==> src/rtl/cpu_pkg.sv <==
// Shared CPU types: fetch controller states, fetch-queue entry, NOP encoding.
package cpu_pkg;

  localparam logic [31:0] NOP_INSTR = 32'h0;

  typedef enum logic {
    WARM = 1'b0,
    RUN  = 1'b1
  } fetch_state_t;

  typedef struct packed {
    logic [31:0] instr;
    logic [31:0] pc4;
  } fq_entry_t;

endpackage

==> src/rtl/fetch_unit_if.sv <==
// Fetch <-> decode / instruction-ROM signal bundle.
// master: the fetch unit side; slave: decode stage + ROM side.
interface fetch_unit_if #(
  parameter int IMEM_AW = 9
);
  logic               StallD;
  logic               PCSrcD;
  logic [31:0]        BranchTargetD;
  logic [IMEM_AW-1:0] imem_addr;
  logic [31:0]        imem_data;
  logic [31:0]        PCF;
  logic [31:0]        InstrD;
  logic [31:0]        PCPlus4D;
  logic               ValidD;

  modport master (
    input  StallD, PCSrcD, BranchTargetD, imem_data,
    output imem_addr, PCF, InstrD, PCPlus4D, ValidD
  );

  modport slave (
    output StallD, PCSrcD, BranchTargetD, imem_data,
    input  imem_addr, PCF, InstrD, PCPlus4D, ValidD
  );
endinterface

==> src/rtl/fetch_queue.sv <==
// 2-entry FIFO of fetched {instr, pc+4}. Head is combinational from storage.
// The caller never pushes when full without a simultaneous pop, and never
// pops when empty; clear wins over push/pop.
module fetch_queue
  import cpu_pkg::*;
(
  input  logic      clk,
  input  logic      rst_n,
  input  logic      push,
  input  logic      pop,
  input  logic      clear,
  input  fq_entry_t wdata,
  output fq_entry_t head,
  output logic      full,
  output logic      empty
);

  fq_entry_t  mem [2];
  logic       hd, tl;
  logic [1:0] cnt;

  // Storage, 1-bit toggling pointers and occupancy count.
  always_ff @(posedge clk or negedge rst_n) begin
    if (!rst_n) begin
      for (int i = 0; i < 2; i++) mem[i] <= '0;
      hd  <= 1'b0;
      tl  <= 1'b0;
      cnt <= 2'd0;
    end else if (clear) begin
      hd  <= 1'b0;
      tl  <= 1'b0;
      cnt <= 2'd0;
    end else begin
      if (push) begin
        mem[tl] <= wdata;
        tl      <= ~tl;
      end
      if (pop) hd <= ~hd;
      cnt <= cnt + {1'b0, push} - {1'b0, pop};
    end
  end

  assign head  = mem[hd];
  assign full  = (cnt == 2'd2);
  assign empty = (cnt == 2'd0);

endmodule

==> src/rtl/fetch_unit.sv <==
// Instruction-fetch front end: PC register, ROM addressing, 2-deep decode
// queue, redirect on taken branch/jump, warm-up bubbles after reset.
// Optional feature macro: FETCH_PERF_CNT_EN (performance counters).
module fetch_unit
  import cpu_pkg::*;
#(
  parameter logic [31:0] PC_RESET = 32'h0000_0000,
  parameter int          IMEM_AW  = 9,
  parameter int          WARMUP   = 3
) (
  input  logic              clk,
  input  logic              rst_n,
  fetch_unit_if.master      fif,
  output logic [31:0]       perf_fetch,
  output logic [31:0]       perf_redirect,
  output logic [31:0]       perf_bubble
);

  localparam int WCW = $clog2(WARMUP + 1) + 1;

  fetch_state_t   state;
  logic [WCW-1:0] warmCnt;
  logic [31:0]    pcF;
  logic [31:0]    pcPlus4F;
  logic           warmDone;
  logic           valid, pop, redirect, push;
  logic           qFull, qEmpty;
  fq_entry_t      qHead, qWdata;

  assign warmDone = (32'(warmCnt) + 32'd1) >= 32'(WARMUP);
  assign pcPlus4F = pcF + 32'd4;

  assign valid    = !qEmpty;
  assign pop      = valid && !fif.StallD;
  // A branch only redirects once decode actually consumes it.
  assign redirect = (state == RUN) && pop && fif.PCSrcD;
  assign push     = (state == RUN) && !redirect && (!qFull || pop);

  assign qWdata = '{instr: fif.imem_data, pc4: pcPlus4F};

  // Controller: hold WARMUP cycles after reset, then fetch forever.
  always_ff @(posedge clk or negedge rst_n) begin
    if (!rst_n) begin
      state   <= WARM;
      warmCnt <= '0;
    end else if (state == WARM) begin
      if (warmDone) state <= RUN;
      else          warmCnt <= warmCnt + 1'b1;
    end
  end

  // PC: redirect has priority; otherwise advance only when a word is kept.
  always_ff @(posedge clk or negedge rst_n) begin
    if (!rst_n)        pcF <= PC_RESET;
    else if (redirect) pcF <= fif.BranchTargetD;
    else if (push)     pcF <= pcPlus4F;
  end

  fetch_queue u_queue (
    .clk   (clk),
    .rst_n (rst_n),
    .push  (push),
    .pop   (pop),
    .clear (redirect),
    .wdata (qWdata),
    .head  (qHead),
    .full  (qFull),
    .empty (qEmpty)
  );

  assign fif.PCF       = pcF;
  assign fif.imem_addr = pcF[IMEM_AW+1:2];
  assign fif.ValidD    = valid;
  assign fif.InstrD    = valid ? qHead.instr : NOP_INSTR;
  assign fif.PCPlus4D  = valid ? qHead.pc4   : 32'h0;

`ifdef FETCH_PERF_CNT_EN
  logic [31:0] fetchCnt, redirCnt, bubbleCnt;

  // Wrap-around event counters.
  always_ff @(posedge clk or negedge rst_n) begin
    if (!rst_n) begin
      fetchCnt  <= '0;
      redirCnt  <= '0;
      bubbleCnt <= '0;
    end else begin
      if (push)                 fetchCnt  <= fetchCnt + 32'd1;
      if (redirect)             redirCnt  <= redirCnt + 32'd1;
      if (!valid && !fif.StallD) bubbleCnt <= bubbleCnt + 32'd1;
    end
  end

  assign perf_fetch    = fetchCnt;
  assign perf_redirect = redirCnt;
  assign perf_bubble   = bubbleCnt;
`else
  assign perf_fetch    = 32'h0;
  assign perf_redirect = 32'h0;
  assign perf_bubble   = 32'h0;
`endif

endmodule

==> src/flat_wrapper.sv <==
// flat-port wrapper written by rule: the top's interface ports become plain ports
module fetch_unit_flat import cpu_pkg::*;
#(
  parameter logic [31:0] PC_RESET = 32'h0000_0000,
  parameter int          IMEM_AW  = 9,
  parameter int          WARMUP   = 3
)
  (clk, rst_n, perf_fetch, perf_redirect, perf_bubble, fif_StallD, fif_PCSrcD, fif_BranchTargetD, fif_imem_data, fif_imem_addr, fif_PCF, fif_InstrD, fif_PCPlus4D, fif_ValidD);
  fetch_unit_if #(.IMEM_AW(IMEM_AW)) fif_i ();
  input  logic clk;
  input  logic rst_n;
  output logic [31:0] perf_fetch;
  output logic [31:0] perf_redirect;
  output logic [31:0] perf_bubble;
  input wire logic [$bits(fif_i.StallD)-1:0] fif_StallD;
  input wire logic [$bits(fif_i.PCSrcD)-1:0] fif_PCSrcD;
  input wire logic [$bits(fif_i.BranchTargetD)-1:0] fif_BranchTargetD;
  input wire logic [$bits(fif_i.imem_data)-1:0] fif_imem_data;
  output wire logic [$bits(fif_i.imem_addr)-1:0] fif_imem_addr;
  output wire logic [$bits(fif_i.PCF)-1:0] fif_PCF;
  output wire logic [$bits(fif_i.InstrD)-1:0] fif_InstrD;
  output wire logic [$bits(fif_i.PCPlus4D)-1:0] fif_PCPlus4D;
  output wire logic [$bits(fif_i.ValidD)-1:0] fif_ValidD;
  assign fif_i.StallD = fif_StallD;
  assign fif_i.PCSrcD = fif_PCSrcD;
  assign fif_i.BranchTargetD = fif_BranchTargetD;
  assign fif_i.imem_data = fif_imem_data;
  assign fif_imem_addr = fif_i.imem_addr;
  assign fif_PCF = fif_i.PCF;
  assign fif_InstrD = fif_i.InstrD;
  assign fif_PCPlus4D = fif_i.PCPlus4D;
  assign fif_ValidD = fif_i.ValidD;
  fetch_unit #(.PC_RESET(PC_RESET), .IMEM_AW(IMEM_AW), .WARMUP(WARMUP)) u_core (.clk(clk), .rst_n(rst_n), .fif(fif_i), .perf_fetch(perf_fetch), .perf_redirect(perf_redirect), .perf_bubble(perf_bubble));
endmodule
==> config.mk <==
export PLATFORM = sky130hd
export DESIGN_NAME = fetch_unit_flat
export DESIGN_NICKNAME = d
export VERILOG_FILES = /design/src/rtl/cpu_pkg.sv /design/src/rtl/fetch_unit_if.sv /design/src/rtl/fetch_queue.sv /design/src/rtl/fetch_unit.sv /design/src/flat_wrapper.sv
export SDC_FILE = /design/constraint.sdc
export NUM_CORES = 1
export LEC_CHECK = 0
export BUFFER_PORTS_ARGS = -buffer_cell sky130_fd_sc_hd__buf_4
export CORE_ASPECT_RATIO = 1.2
export CORE_MARGIN = 8
export CORE_UTILIZATION = 52
export DETAILED_ROUTE_END_ITERATION = 8
export PLACE_DENSITY_LB_ADDON = 0.3
export SLEW_MARGIN = 20
export SYNTH_ARGS = -nofsm -noshare
export SYNTH_HDL_FRONTEND = slang
export SYNTH_SLANG_ARGS = --single-unit
==> constraint.sdc <==
create_clock -name clk -period 2.8 [get_ports clk]
set_input_delay 0.14 -clock clk [delete_from_list [all_inputs] [get_ports clk]]
set_output_delay 0.14 -clock clk [all_outputs]
set_load 0.02 [all_outputs]
# Word level (Yosys, flattened, before mapping)
# Cells that the tools add are included.
[op_classes]
addsub = 5
n_lt_le_gt_ge = 4
n_eq_ne = 1
muxes = 17
n_bitwise = 7
n_reduce_logical = 16
[op_table]
columns = ["cell", "n"]
rows = [
  ["$mux W64", 4],
  ["$bwmux W128", 1],
  ["$mux W32", 4],
  ["$demux W64 S1", 1],
  ["$add A32 B3 Y32 const B", 1],
  ["$ge A32 B2 Y1 const B", 1],
  ["$logic_and A1 B1 Y1", 6],
  ["$mux W1", 6],
  ["$not A1 Y1", 5],
  ["$add A3 B1 Y4 const B", 1],
  ["$ge A2 B2 Y1 const B", 2],
  ["$logic_not A1 Y1", 4],
  ["$not A1 Y2", 2],
  ["$reduce_and A2 Y1", 2],
  ["$reduce_bool A2 Y1", 2],
  ["$add A3 B1 Y3 const B", 1],
  ["$add A2 B1 Y2", 1],
  ["$eq A2 B2 Y1 const B", 1],
  ["$logic_not A2 Y1", 1],
  ["$lt A2 B1 Y1 const B", 1],
  ["$mux W2", 1],
  ["$sub A2 B1 Y2", 1],
  ["$logic_or A1 B1 Y1", 1],
]
[totals]
reg_bits = 168
input_bits = 68

# Depth between registers and ports, before layout
[logic_depth]
depth_word = 11
depth_mapped = 10
depth_no_buf = 9

# Modules after synthesis
# Synthesis repeated with hierarchy kept, for this count alone.
[hier_totals]
cells_unflattened = 822
hier_area_um2 = 9750.6
[modules_own_cells]
columns = ["module", "instances", "cells_each", "area_per_inst_um2"]
rows = [
  ["fetch_queue", 1, 360, 6058.3],
  ["fetch_unit", 1, 462, 3692.3],
]

# Least setup slack after synthesis
# No wires, ideal clock.
[synth_path]
path_type = "register to register"
from = "register u_core.u_queue.cnt[0]"
to = "register u_core.u_queue.cnt[1]"
setup_time_ns = 0.132
arrival_time_ns = 2.003
required_time_ns = 2.668
slack_ns = 0.665
path_stages_with_launch = 11
path_cell_list = "dfrtp_1 > and2_1 > o31a_1 > inv_2 > clkbuf_1 > ha_1 > inv_1 > ha_1 > xor2_1 > xnor2_1 > nor2_1"
[synth_via]
elab_chain_len = 11
elab_cells_between_ends = 14
[synth_lines]
columns = ["element", "line", "rtl"]
rows = [
  ["start: declaration", "fetch_queue.sv:20", "logic [1:0] cnt;"],
  ["start signal: assignment", "fetch_queue.sv:39", "cnt <= cnt + {1'b0, push} - {1'b0, pop};"],
  ["$logic_not A2 Y1", "fetch_queue.sv:45", "assign empty = (cnt == 2'd0);"],
  ["$logic_not A1 Y1", "fetch_unit.sv:33", "assign valid = !qEmpty;"],
  ["$logic_and A1 B1 Y1", "fetch_unit.sv:34", "assign pop = valid && !fif.StallD;"],
  ["$logic_and A1 B1 Y1 (2 in a row)", "fetch_unit.sv:36", "assign redirect = (state == RUN) && pop && fif.PCSrcD;"],
  ["$logic_not A1 Y1", "fetch_unit.sv:37", "assign push = (state == RUN) && !redirect && (!qFull || pop);"],
  ["$logic_and A1 B1 Y1 (2 in a row)", "fetch_unit.sv:37", ""],
  ["$add A2 B1 Y2", "fetch_queue.sv:39", ""],
  ["$sub A2 B1 Y2", "fetch_queue.sv:39", ""],
  ["$mux W2 *", "fetch_queue.sv:29", "end else if (clear) begin"],
]
# Mark *: on every way between the ends. The rest lies on a longest branch, timed or not.
# A chain may end at the register's enable or synchronous reset.

# Worst setup path after layout
[layout_path]
from = "register u_core.u_queue.cnt[0]"
to = "output port fif_PCPlus4D[27]"
[layout_via]
elab_chain_len = 2
[layout_lines]
columns = ["element", "line", "rtl"]
rows = [
  ["$logic_not A2 Y1", "fetch_queue.sv:45", ""],
  ["$mux W32", "fetch_unit.sv:75", "assign fif.PCPlus4D = valid ? qHead.pc4 : 32'h0;"],
  ["end: declaration", "flat_wrapper.sv:22", "output wire logic [$bits(fif_i.PCPlus4D)-1:0] fif_PCPlus4D;"],
]
# No other way between the ends.

==> results.cfg <==
[yosys]
yosysTopAreaCell = dfrtp_1
ys_seq_elements = 168
synth_cell_types = 41
synth_simple_gate_area_share_pct = 11.97
synth_area_leaders = dfrtp_1 47%, buf_4 9.1%, mux2_2 8.9%
synthAdderAreaFrac_pct = 0.7051
yosys.area.top_type_share_pct = 47.38
ys_seq_area_share_pct = 47.38
yosys_warnings = 0
synth-edff-count = 0
ys_async_sr_fraction_pct = 100.0
synth-xor-area-share_pct = 3.060
synth_top_family_by_area = multiplexers
netlist_area_mm2 = 0.008872
postSynthAreaPerCell_um2 = 10.25
syn_inst = 866
ys.flop_type = dfrtp_1
synthMuxAreaShare_pct = 16.22
synth_compound_area_share_pct = 8.617

[sta]
hold_viol_final = 0
clock.fmax_mhz = 447.9
skew_ns = 0.009090
tns_ns = 0
rsz0062_at_grt = no
period_share_pct = 79.74
setup_viol = 0
slew_violations = 0
tightest_slew_ns = 0.9167
fin_crit_ns = 2.233
max_slew_margin_pct = 38.74

[power]
netSwitchingPower_uw = 6294
sw_frac_of_total_pct = 42.41
ir_worst_vdd_mv = 0.6559
p_int_uw = 8546
comb_power_share_pct = 51.8
p_leak_uw = 0.005183
powerDensity_mw_per_mm2 = 1316
power_frac_clock_pct = 16.8
seqPwrFrac_pct = 31.4
power_uw = 14840

[cells_and_area]
fin_util_pct = 67.15
final_cell_mix = 188 x buf_4, 167 x dfrtp_1, 131 x nor2_1, 96 x conb_1, 70 x mux2_2
seq_area_mm2 = 0.004208
mostFrequentLayoutCell = buf_4
drive_gt1_share_pct = 27.86
n_antenna_cell = 0
fin_nets = 1151
area_delta_synth_final_pct = 27.05
nFillCells = 1324
multi_input_area_mm2 = 0.003980

[setup_path]
worstPathCellList = nor2_4, buf_4, nor2_1, buf_4
arrival_ns = 2.09
cpPeakStageDelay_ns = 0.64
timing.critical_path.buf_inv = 2
path_max_fanout = 65
cp.required_ns = 2.66
critical_path_class = flop to primary output
cp_slowest_cell = buf_4
startpoint_type = flop
crit_family = buffers and inverters
cpMostUsedCell = buf_4
end_kind = primary output

[die]
chipHeight_um = 159.1
die_width_um = 135.2
rows = 52
coreArea_mm2 = 0.01679
io_pins = 270
die-area_mm2 = 0.02152
initial_utilization_pct = 52.85

[clock_tree]
cts.sinks = 168
ctsHtreeMaxLevel = 4
cts_made_buffers = 17
clock_path_buffers = 2
insertion_delay_ns = 0.43
clk_pin_slew_ns = 0.07
cts_tree = done
root_buffer = clkbuf_16

[global_routing]
grt_pass1_wl_um = 36290
antenna_found_initial = 0
grt_busiest_layer = met2
met1_usage_pct = 25.01
grt_use_met3_pct = 5.398
grt_util_all_layers_pct = 20.81
grt_overflow_total = 0
grt_max_degree = 70
first_global_vias = 6967
met2_usage_pct = 35.72

[routing]
ant_nets = 0
routedWlPerCell_um = 17.20
vias = 6734
routed_wirelength_um = 22480
via_per_inst = 5.152
drt_iter0_markers = 378
drcViolationCount = 0
firstDrtPassIters = 5

[status]
status = finished clean

[placement]
place_congestion = 0.8141
hpwlAfterDp_um = 15440
portBuffers = 173

[flow_run]
cap_viol_max_count = 0

[worst_hold_path]
hold_class = input port to flop
==> stage by stage <==
stage                     std cells  setup WS (ns)  cell area (um2)  hold WS (ns)
after global placement         1210         0.6577             9995        0.1792
final                          1307         0.5673            11270       0.03852
after CTS                      1307         0.5101            11270       0.02235
after floorplan                 961         0.6651             9229       -0.1556
after detailed placement       1210         0.6070             9995        0.1875
after global routing           1307         0.3988            11270       0.04600
==> final cells by class <==
class / count / share of cell area [%]
tap: 216 / 2.398
sequential: 168 / 37.33
clock inverter: 14 / 1.754
timing repair buffer: 258 / 19.10
clock buffer: 18 / 3.807
inverter: 9 / 0.2997
multi-input combinational: 624 / 35.31
==> sequential cells by signal (all words and copies together), names as in the netlist <==
signal              flops
u_core.u_queue.mem    128
u_core.state            1
u_core.u_queue.cnt      2
u_core.u_queue.hd       1
u_core.u_queue.tl       1
u_core.warmCnt          3
u_core.fif.PCF         32
==> kinds of logic (layout without fill, tap and decap cells) <==
kind of cell    count (synthesis)  count (layout)
flops                         168             168
buf+inv                       169             299
compound gates                125             125
simple gates                  232             232
xor+xnor                       31              31
fa+ha+maj                       5               5
mux                           135             135
other cells                     1              96
==> synth_stat cells (2+ instances only) <==
cell	count
nand3_1	30
buf_4	108
o311ai_0	9
o211a_1	3
dfrtp_1	168
mux2_2	70
or3_1	5
nand2_1	23
o31a_1	2
buf_2	20
buf_1	9
mux2i_1	65
nor3_1	10
nand4_1	9
ha_1	5
a22oi_1	17
and2_1	6
nor2_1	132
nor4_1	2
inv_1	8
xnor2_1	14
o21ai_0	21
and3_1	5
a21oi_1	64
clkbuf_1	23
xor2_1	17
nor3b_1	2
a221o_1	6
==> power by group through the flow <==
stage                     clock network (uW)  logic (uW)  registers [uW]
final                                   2490        7690            4660
after global routing                    2650        8300            4840
after CTS                               2540        7790            4640
after detailed placement                   0        7700            4680
after global placement                     0        7590            4610
after floorplan                            0        5080            4580
==> routing by layer <==
| metal | wire length [um] | share of wire [%] | vias up |
|---|---|---|---|
| met5 | 0 | 0 | - |
| met4 | 344 | 1.5 | 0 |
| met3 | 1658 | 7.4 | 28 |
| met2 | 11390 | 51 | 243 |
| met1 | 9078 | 40 | 3260 |
| li1 | - | - | 3203 |
==> worst paths after layout <==
kind / from / endpoint / slack, ns / cells past startpoint
worst max-delay path: u_core.u_queue.cnt[0] / fif_PCPlus4D[27] / 0.57 / 4
worst min-delay path: fif_StallD / u_core.u_queue.hd / 0.04 / 3
worst max register to register: u_core.fif.PCF[5] / u_core.fif.PCF[23] / 0.59 / 5
worst min register to register: u_core.u_queue.mem[45] / u_core.u_queue.mem[45] / 0.50 / 1
max in group asynchronous: rst_n / u_core.fif.PCF[5] / 1.68 / 3
min in group asynchronous: rst_n / u_core.u_queue.mem[113] / 0.28 / 2
==> repair_timing <==
item / 4_1_cts / 5_1_grt
resized for setup: 0 / 0
hold buffers: 65 / 0
hold endpoints to repair: 162 / 0
setup buffers: 0 / 0
==> tightest hold or removal path, stage by stage <==
cell and delay, ns:
buf_4 0.12, o21ai_0 0.08, o21ai_0 0.08
(Power assumes the default switching activity.)
